==> src/rtl/uart_pkg.sv <==
// Shared UART definitions: receiver state encoding, frame width,
// default oversampling ratio and the idle level of the serial line.
package uart_pkg;

    typedef enum logic [1:0] {
        ST_IDLE,
        ST_START,
        ST_DATA,
        ST_STOP
    } rx_state_t;

    localparam int DATA_BITS          = 8;
    localparam int OVERSAMPLE_DEFAULT = 16;
    localparam logic idle_level       = 1'b1;

endpackage

==> src/rtl/uart_sync.sv <==
// Two-flop synchroniser for an asynchronous single-bit input.
// Ports:
//   clk    system clock
//   reset  synchronous, active-low reset (both flops load RESET_VALUE)
//   d      asynchronous input
//   q      synchronised output
module uart_sync #(
    parameter logic RESET_VALUE = 1'b1
) (
    input  logic clk,
    input  logic reset,
    input  logic d,
    output logic q
);

    logic meta;

    always_ff @(posedge clk) begin
        if (!reset) begin
            meta <= RESET_VALUE;
            q    <= RESET_VALUE;
        end else begin
            meta <= d;
            q    <= meta;
        end
    end

endmodule

==> src/rtl/uart_rx_oversampled.sv <==
// Oversampling 8N1 UART receiver (LSB first) with 3-sample mid-bit
// majority vote and a one-entry valid/ready holding register.
// Ports:
//   clk         system clock
//   reset       synchronous, active-low reset
//   ticks       one-clk strobe at OVERSAMPLE x baud
//   rx_enable   receive enable; low aborts a frame in progress
//   rx_input    asynchronous serial line, idle high
//   rx_ready    consumer accepts rx_data while rx_valid is high
//   err_clear   one-clk pulse clearing rx_error and rx_overrun
//   rx_data     received byte
//   rx_valid    holding register full
//   rx_busy     frame in progress
//   rx_error    sticky framing error
//   rx_overrun  sticky; good frame dropped because holding register full
//
// state    | meaning
// ---------+---------------------------------------------------------
// ST_IDLE  | waiting for a falling edge on the synchronised line
// ST_START | start bit; vote of 1 means it was a glitch
// ST_DATA  | eight data bits, shifted into shreg LSB first
// ST_STOP  | stop bit; leaves at the vote so the next edge is not missed
module uart_rx_oversampled
    import uart_pkg::*;
#(
    parameter int OVERSAMPLE = OVERSAMPLE_DEFAULT
) (
    input  logic                 clk,
    input  logic                 reset,
    input  logic                 ticks,
    input  logic                 rx_enable,
    input  logic                 rx_input,
    input  logic                 rx_ready,
    input  logic                 err_clear,
    output logic [DATA_BITS-1:0] rx_data,
    output logic                 rx_valid,
    output logic                 rx_busy,
    output logic                 rx_error,
    output logic                 rx_overrun
);

    localparam int CW = $clog2(OVERSAMPLE);
    localparam logic [CW-1:0] SAMPLE_FIRST = CW'(OVERSAMPLE / 2 - 1);
    localparam logic [CW-1:0] SAMPLE_MID   = CW'(OVERSAMPLE / 2);
    localparam logic [CW-1:0] SAMPLE_LAST  = CW'(OVERSAMPLE / 2 + 1);
    localparam logic [CW-1:0] CNT_LAST     = CW'(OVERSAMPLE - 1);
    localparam logic [2:0]    IDX_LAST     = 3'(DATA_BITS - 1);

    rx_state_t            state, state_nxt;
    logic [CW-1:0]        cnt, cnt_nxt;
    logic [2:0]           idx, idx_nxt;
    logic [DATA_BITS-1:0] shreg, shreg_nxt;
    logic                 samp_a, samp_a_nxt;
    logic                 samp_b, samp_b_nxt;
    logic [DATA_BITS-1:0] data_nxt;
    logic                 valid_nxt, error_nxt, overrun_nxt;

    logic rx_sync, rx_prev;
    logic fall, vote, resolve, wrap;
    logic good_frame, bad_frame, load, accept, overrun_set;

    uart_sync #(.RESET_VALUE(idle_level)) u_sync (
        .clk   (clk),
        .reset (reset),
        .d     (rx_input),
        .q     (rx_sync)
    );

    assign fall    = rx_prev & ~rx_sync;
    // Third sample is taken live at the resolving tick.
    assign vote    = (samp_a & samp_b) | (samp_a & rx_sync) | (samp_b & rx_sync);
    assign resolve = ticks && (cnt == SAMPLE_LAST);
    assign wrap    = ticks && (cnt == CNT_LAST);
    assign rx_busy = (state != ST_IDLE);

    always_ff @(posedge clk) begin
        if (!reset) begin
            state      <= ST_IDLE;
            cnt        <= '0;
            idx        <= '0;
            shreg      <= '0;
            samp_a     <= idle_level;
            samp_b     <= idle_level;
            rx_prev    <= idle_level;
            rx_data    <= '0;
            rx_valid   <= 1'b0;
            rx_error   <= 1'b0;
            rx_overrun <= 1'b0;
        end else begin
            state      <= state_nxt;
            cnt        <= cnt_nxt;
            idx        <= idx_nxt;
            shreg      <= shreg_nxt;
            samp_a     <= samp_a_nxt;
            samp_b     <= samp_b_nxt;
            rx_prev    <= rx_sync;
            rx_data    <= data_nxt;
            rx_valid   <= valid_nxt;
            rx_error   <= error_nxt;
            rx_overrun <= overrun_nxt;
        end
    end

    always_comb begin
        state_nxt  = state;
        cnt_nxt    = cnt;
        idx_nxt    = idx;
        shreg_nxt  = shreg;
        samp_a_nxt = samp_a;
        samp_b_nxt = samp_b;
        good_frame = 1'b0;
        bad_frame  = 1'b0;

        if (ticks && state != ST_IDLE) begin
            // OVERSAMPLE is a power of two, so the counter wraps naturally.
            cnt_nxt = cnt + 1'b1;
            if (cnt == SAMPLE_FIRST) samp_a_nxt = rx_sync;
            if (cnt == SAMPLE_MID)   samp_b_nxt = rx_sync;
        end

        unique case (state)
            ST_IDLE: begin
                if (fall && rx_enable) begin
                    state_nxt = ST_START;
                    cnt_nxt   = '0;
                end
            end
            ST_START: begin
                if (resolve && vote) begin
                    state_nxt = ST_IDLE;
                end else if (wrap) begin
                    state_nxt = ST_DATA;
                    idx_nxt   = '0;
                end
            end
            ST_DATA: begin
                if (resolve) shreg_nxt = {vote, shreg[DATA_BITS-1:1]};
                if (wrap) begin
                    if (idx == IDX_LAST) state_nxt = ST_STOP;
                    else                 idx_nxt   = idx + 3'd1;
                end
            end
            ST_STOP: begin
                if (resolve) begin
                    state_nxt  = ST_IDLE;
                    good_frame = vote;
                    bad_frame  = ~vote;
                end
            end
        endcase

        if (state != ST_IDLE && !rx_enable) begin
            state_nxt  = ST_IDLE;
            good_frame = 1'b0;
            bad_frame  = 1'b0;
        end
    end

    // A consumer accepting in the same cycle frees the slot for the new byte.
    assign accept      = rx_valid & rx_ready;
    assign load        = good_frame & (~rx_valid | rx_ready);
    assign overrun_set = good_frame & rx_valid & ~rx_ready;

    always_comb begin
        data_nxt    = load ? shreg : rx_data;
        valid_nxt   = load ? 1'b1 : (accept ? 1'b0 : rx_valid);
        error_nxt   = bad_frame ? 1'b1 : (err_clear ? 1'b0 : rx_error);
        overrun_nxt = overrun_set ? 1'b1 : (err_clear ? 1'b0 : rx_overrun);
    end

endmodule
==> config.mk <==
export PLATFORM = sky130hd
export DESIGN_NAME = uart_rx_oversampled
export DESIGN_NICKNAME = d
export VERILOG_FILES = /design/src/rtl/uart_pkg.sv /design/src/rtl/uart_sync.sv /design/src/rtl/uart_rx_oversampled.sv
export SDC_FILE = /design/constraint.sdc
export NUM_CORES = 1
export LEC_CHECK = 0
export CAP_MARGIN = 20
export CELL_PAD_IN_SITES_DETAIL_PLACEMENT = 0
export CELL_PAD_IN_SITES_GLOBAL_PLACEMENT = 1
export CORE_UTILIZATION = 43
export DETAILED_ROUTE_END_ITERATION = 8
export GPL_TIMING_DRIVEN = 0
export HOLD_SLACK_MARGIN = 0.08
export PLACE_DENSITY_LB_ADDON = 0.1
export SLEW_MARGIN = 0
export SYNTH_ARGS = -nofsm -noshare
export SYNTH_HDL_FRONTEND = slang
export SYNTH_HIERARCHICAL = 1
export SYNTH_SLANG_ARGS = --single-unit
==> constraint.sdc <==
create_clock -name clk -period 3.7 [get_ports clk]
set_input_delay 0.74 -clock clk [delete_from_list [all_inputs] [get_ports clk]]
set_output_delay 0.74 -clock clk [all_outputs]
set_load 0.01 [all_outputs]
==> impl_metrics.json <==
{
  "synth-seq-cells": 33,
  "ios": 19,
  "synth_fp_nets": 166,
  "finalHoldViolCount": 0,
  "path_delay_family": "buffers and inverters",
  "max_freq_ghz": 0.446,
  "finClkSkew_ns": 0.00854,
  "post_cts_buffers": 0,
  "drc": 0,
  "maxCapViolCount": 0,
  "grt_pass1_wl_mm": 4.71,
  "ys.warnings.count": 6,
  "p_leak_nw": 0.592,
  "required_ns": 2.96,
  "yosysSeqAreaShare_pct": 47.1,
  "grt_pass1_vias": 1030,
  "die_w_um": 59.1,
  "dp_hpwl_mm": 1.97,
  "gr-total-overflow": 0,
  "grt_max_degree": 11,
  "seqPwrFrac_pct": 54.1,
  "antenna_found_initial": 0,
  "internal_power_mw": 0.529,
  "path_cells": "or2_1 > clkdlybuf4s50_1",
  "status": "complete, no violations",
  "start_kind": "register",
  "drtIter0Drc": 67,
  "gp_congestion": 0.718,
  "drive_gt1_share_pct": 7.78,
  "final_nets": 191,
  "die_h_um": 59.1,
  "pwr-share-clk_pct": 42.2,
  "syn_inst": 154,
  "coreArea_sq_um": 3080,
  "setup_violations": 0,
  "ant_nets": 0,
  "endpoint_kind": "primary output",
  "tightest_slew_ns": 0.513,
  "clkSinkCount": 33,
  "cpPeakStageDelay_ns": 0.54,
  "async_reset_ff_share_pct": 0,
  "initial_core_util_pct": 45.6,
  "ir_drop_uv": 253,
  "io_buffers": 18,
  "firstDrtPassIters": 4,
  "synthesis.area_per_instance_sq_um": 9.12,
  "via_count": 1153,
  "ctsLongestPathBuffers": 2,
  "rsz0062_at_grt": "no",
  "n_antenna_cell": 0,
  "cts_tree": "done",
  "path_clk_slew_ns": 0.10,
  "cts_hold_buffers": 0,
  "synth_edf_count": 0,
  "fin_crit_sh_pct": 60.5,
  "crit_buf_inv": 1,
  "cts-htree-levels": 2,
  "ys.flop_type": "dfxtp_1",
  "routed_wl_mm": 2.70,
  "clkLatencyLatePin_ns": 0.33,
  "crit_path_top_delay_cell": "clkdlybuf4s50_1",
  "areaGrowthSynthToFinish_pct": 22.8,
  "combPwrFrac_pct": 3.7,
  "root_buffer": "clkbuf_4",
  "numCtsBuffers": 5,
  "grt_usage_pct": 18.3,
  "viasPerCell": 5.15,
  "final.setup.tns_ns": 0,
  "cp_max_fo": 8,
  "slew_violations": 0,
  "synthesis.area_sq_um": 1400,
  "dieArea_sq_um": 3500,
  "utilization_pct": 56.0,
  "cts_resized": 0,
  "swShare_pct": 20.1,
  "min_path_type": "register to register",
  "period_needed_ns": 2.24,
  "slew_headroom_pct": 65.8,
  "switchingPower_mw": 0.133,
  "powerDensity_nw_per_um2": 384,
  "ys_types": 35,
  "row_count": 20,
  "routedWlPerCell_um": 12.1,
  "critical_path_class": "register to primary output",
  "crit_arrival_ns": 1.50
}
kinds of logic (layout without fill, tap and decap cells):
logic type	Yosys count	after routing	share of synthesized area, %
multiplexers	10	10	7.13
flip-flops	33	33	47.1
adder cells (fa/ha/maj)	6	6	5.26
AO/OA/AOI/OAI	24	24	9.71
XOR/XNOR	2	2	1.25
AND/OR/NAND/NOR	68	68	25.9
buffers and inverters	11	37	3.65
layer usage:
metal | GRT usage (%) | part of all wire (%)
met3 | 4.80 | 3.6
met1 | 24.6 | 48
met2 | 27.1 | 46
met4 | 9.18 | 2.0
met5 | 0 | 0
path summary, 6_finish.rpt:
kind | to | cells after the start | slack (ns) | start
max reg2reg | shreg[1]$_SDFFE_PN0P_ | 6 | 2.08 | cnt[0]$_SDFF_PN0_
max | rx_busy | 2 | 1.46 | register
min | u_sync/q$_SDFF_PN1_ | 1 | 0.43 | u_sync/meta$_SDFF_PN1_
min reg2reg | u_sync/q$_SDFF_PN1_ | 1 | 0.43 | u_sync/meta$_SDFF_PN1_
cell type report:
class / count / area [sq um]
timing repair buffer: 18 / 180
inverter: 4 / 15.0
clock inverter: 1 / 30.0
sequential: 33 / 661
tap: 44 / 55.1
multi-input combinational: 110 / 692
fill: 309 / 1350
clock buffer: 7 / 55.1
buffer: 7 / 36.3
cell usage after synthesis, types with 3 or more instances:
cell type | instances | area, sq um
ha_1 | 5 | 62.6
nand2_1 | 16 | 60.1
nand3_1 | 16 | 80.1
a31oi_1 | 4 | 25.0
dfxtp_1 | 33 | 661
o21ai_0 | 5 | 25.0
a21oi_1 | 5 | 25.0
nand2b_1 | 5 | 31.3
clkbuf_1 | 4 | 15.0
inv_1 | 4 | 15.0
o21ai_1 | 5 | 25.0
nor2_1 | 14 | 52.6
nand3b_1 | 3 | 22.5
mux2i_1 | 10 | 100
layout by cell type, fill, tap and decap left out, types with 2 or more instances in the layout:
master | netlist | layout
dfxtp_1 | 33 | 33
clkdlybuf4s50_1 | 0 | 18
nand2_1 | 16 | 16
nand3_1 | 16 | 16
nor2_1 | 14 | 14
mux2i_1 | 10 | 10
nand2b_1 | 5 | 5
clkbuf_1 | 4 | 5
o21ai_0 | 5 | 5
o21ai_1 | 5 | 5
a21oi_1 | 5 | 5
ha_1 | 5 | 5
clkbuf_4 | 0 | 5
inv_1 | 4 | 4
a31oi_1 | 4 | 4
nand3b_1 | 3 | 3
buf_2 | 2 | 2
o31ai_1 | 2 | 2
nor3_1 | 2 | 2
nand4_1 | 2 | 2
power groups by stage:
| stage | Clock (mW) | Sequential (mW) | Combinational, mW |
|---|---|---|---|
| after global placement | 0 | 0.366 | 0.0242 |
| after floorplan | 0 | 0.366 | 0.0118 |
| after global routing | 0.310 | 0.359 | 0.0270 |
| final | 0.280 | 0.358 | 0.0243 |
| after CTS | 0.289 | 0.358 | 0.0246 |
| after detailed placement | 0 | 0.366 | 0.0245 |
flip-flops by register name (all words and copies together), names as in the netlist, named ones only:
signal / cells
cnt: 4
idx: 3
rx_data: 8
rx_error: 1
rx_overrun: 1
rx_prev: 1
rx_valid: 1
samp_a: 1
samp_b: 1
shreg: 8
state: 1
u_sync/meta: 1
u_sync/q: 1
stage by stage:
step           power (mW)  hold WS (ns)  area [sq um]  instances  setup WS [ns]
6_report            0.662         0.428          1720        224           1.46
5_1_grt             0.695         0.440          1720        224           1.37
4_1_cts             0.671         0.426          1720        224           1.44
3_5_place_dp        0.391         0.407          1640        216           1.37
3_3_place_gp        0.391         0.395          1640        216           1.41
2_1_floorplan       0.378         0.386          1400        154           2.04
No activity file was read; power rests on OpenSTA's default activity.
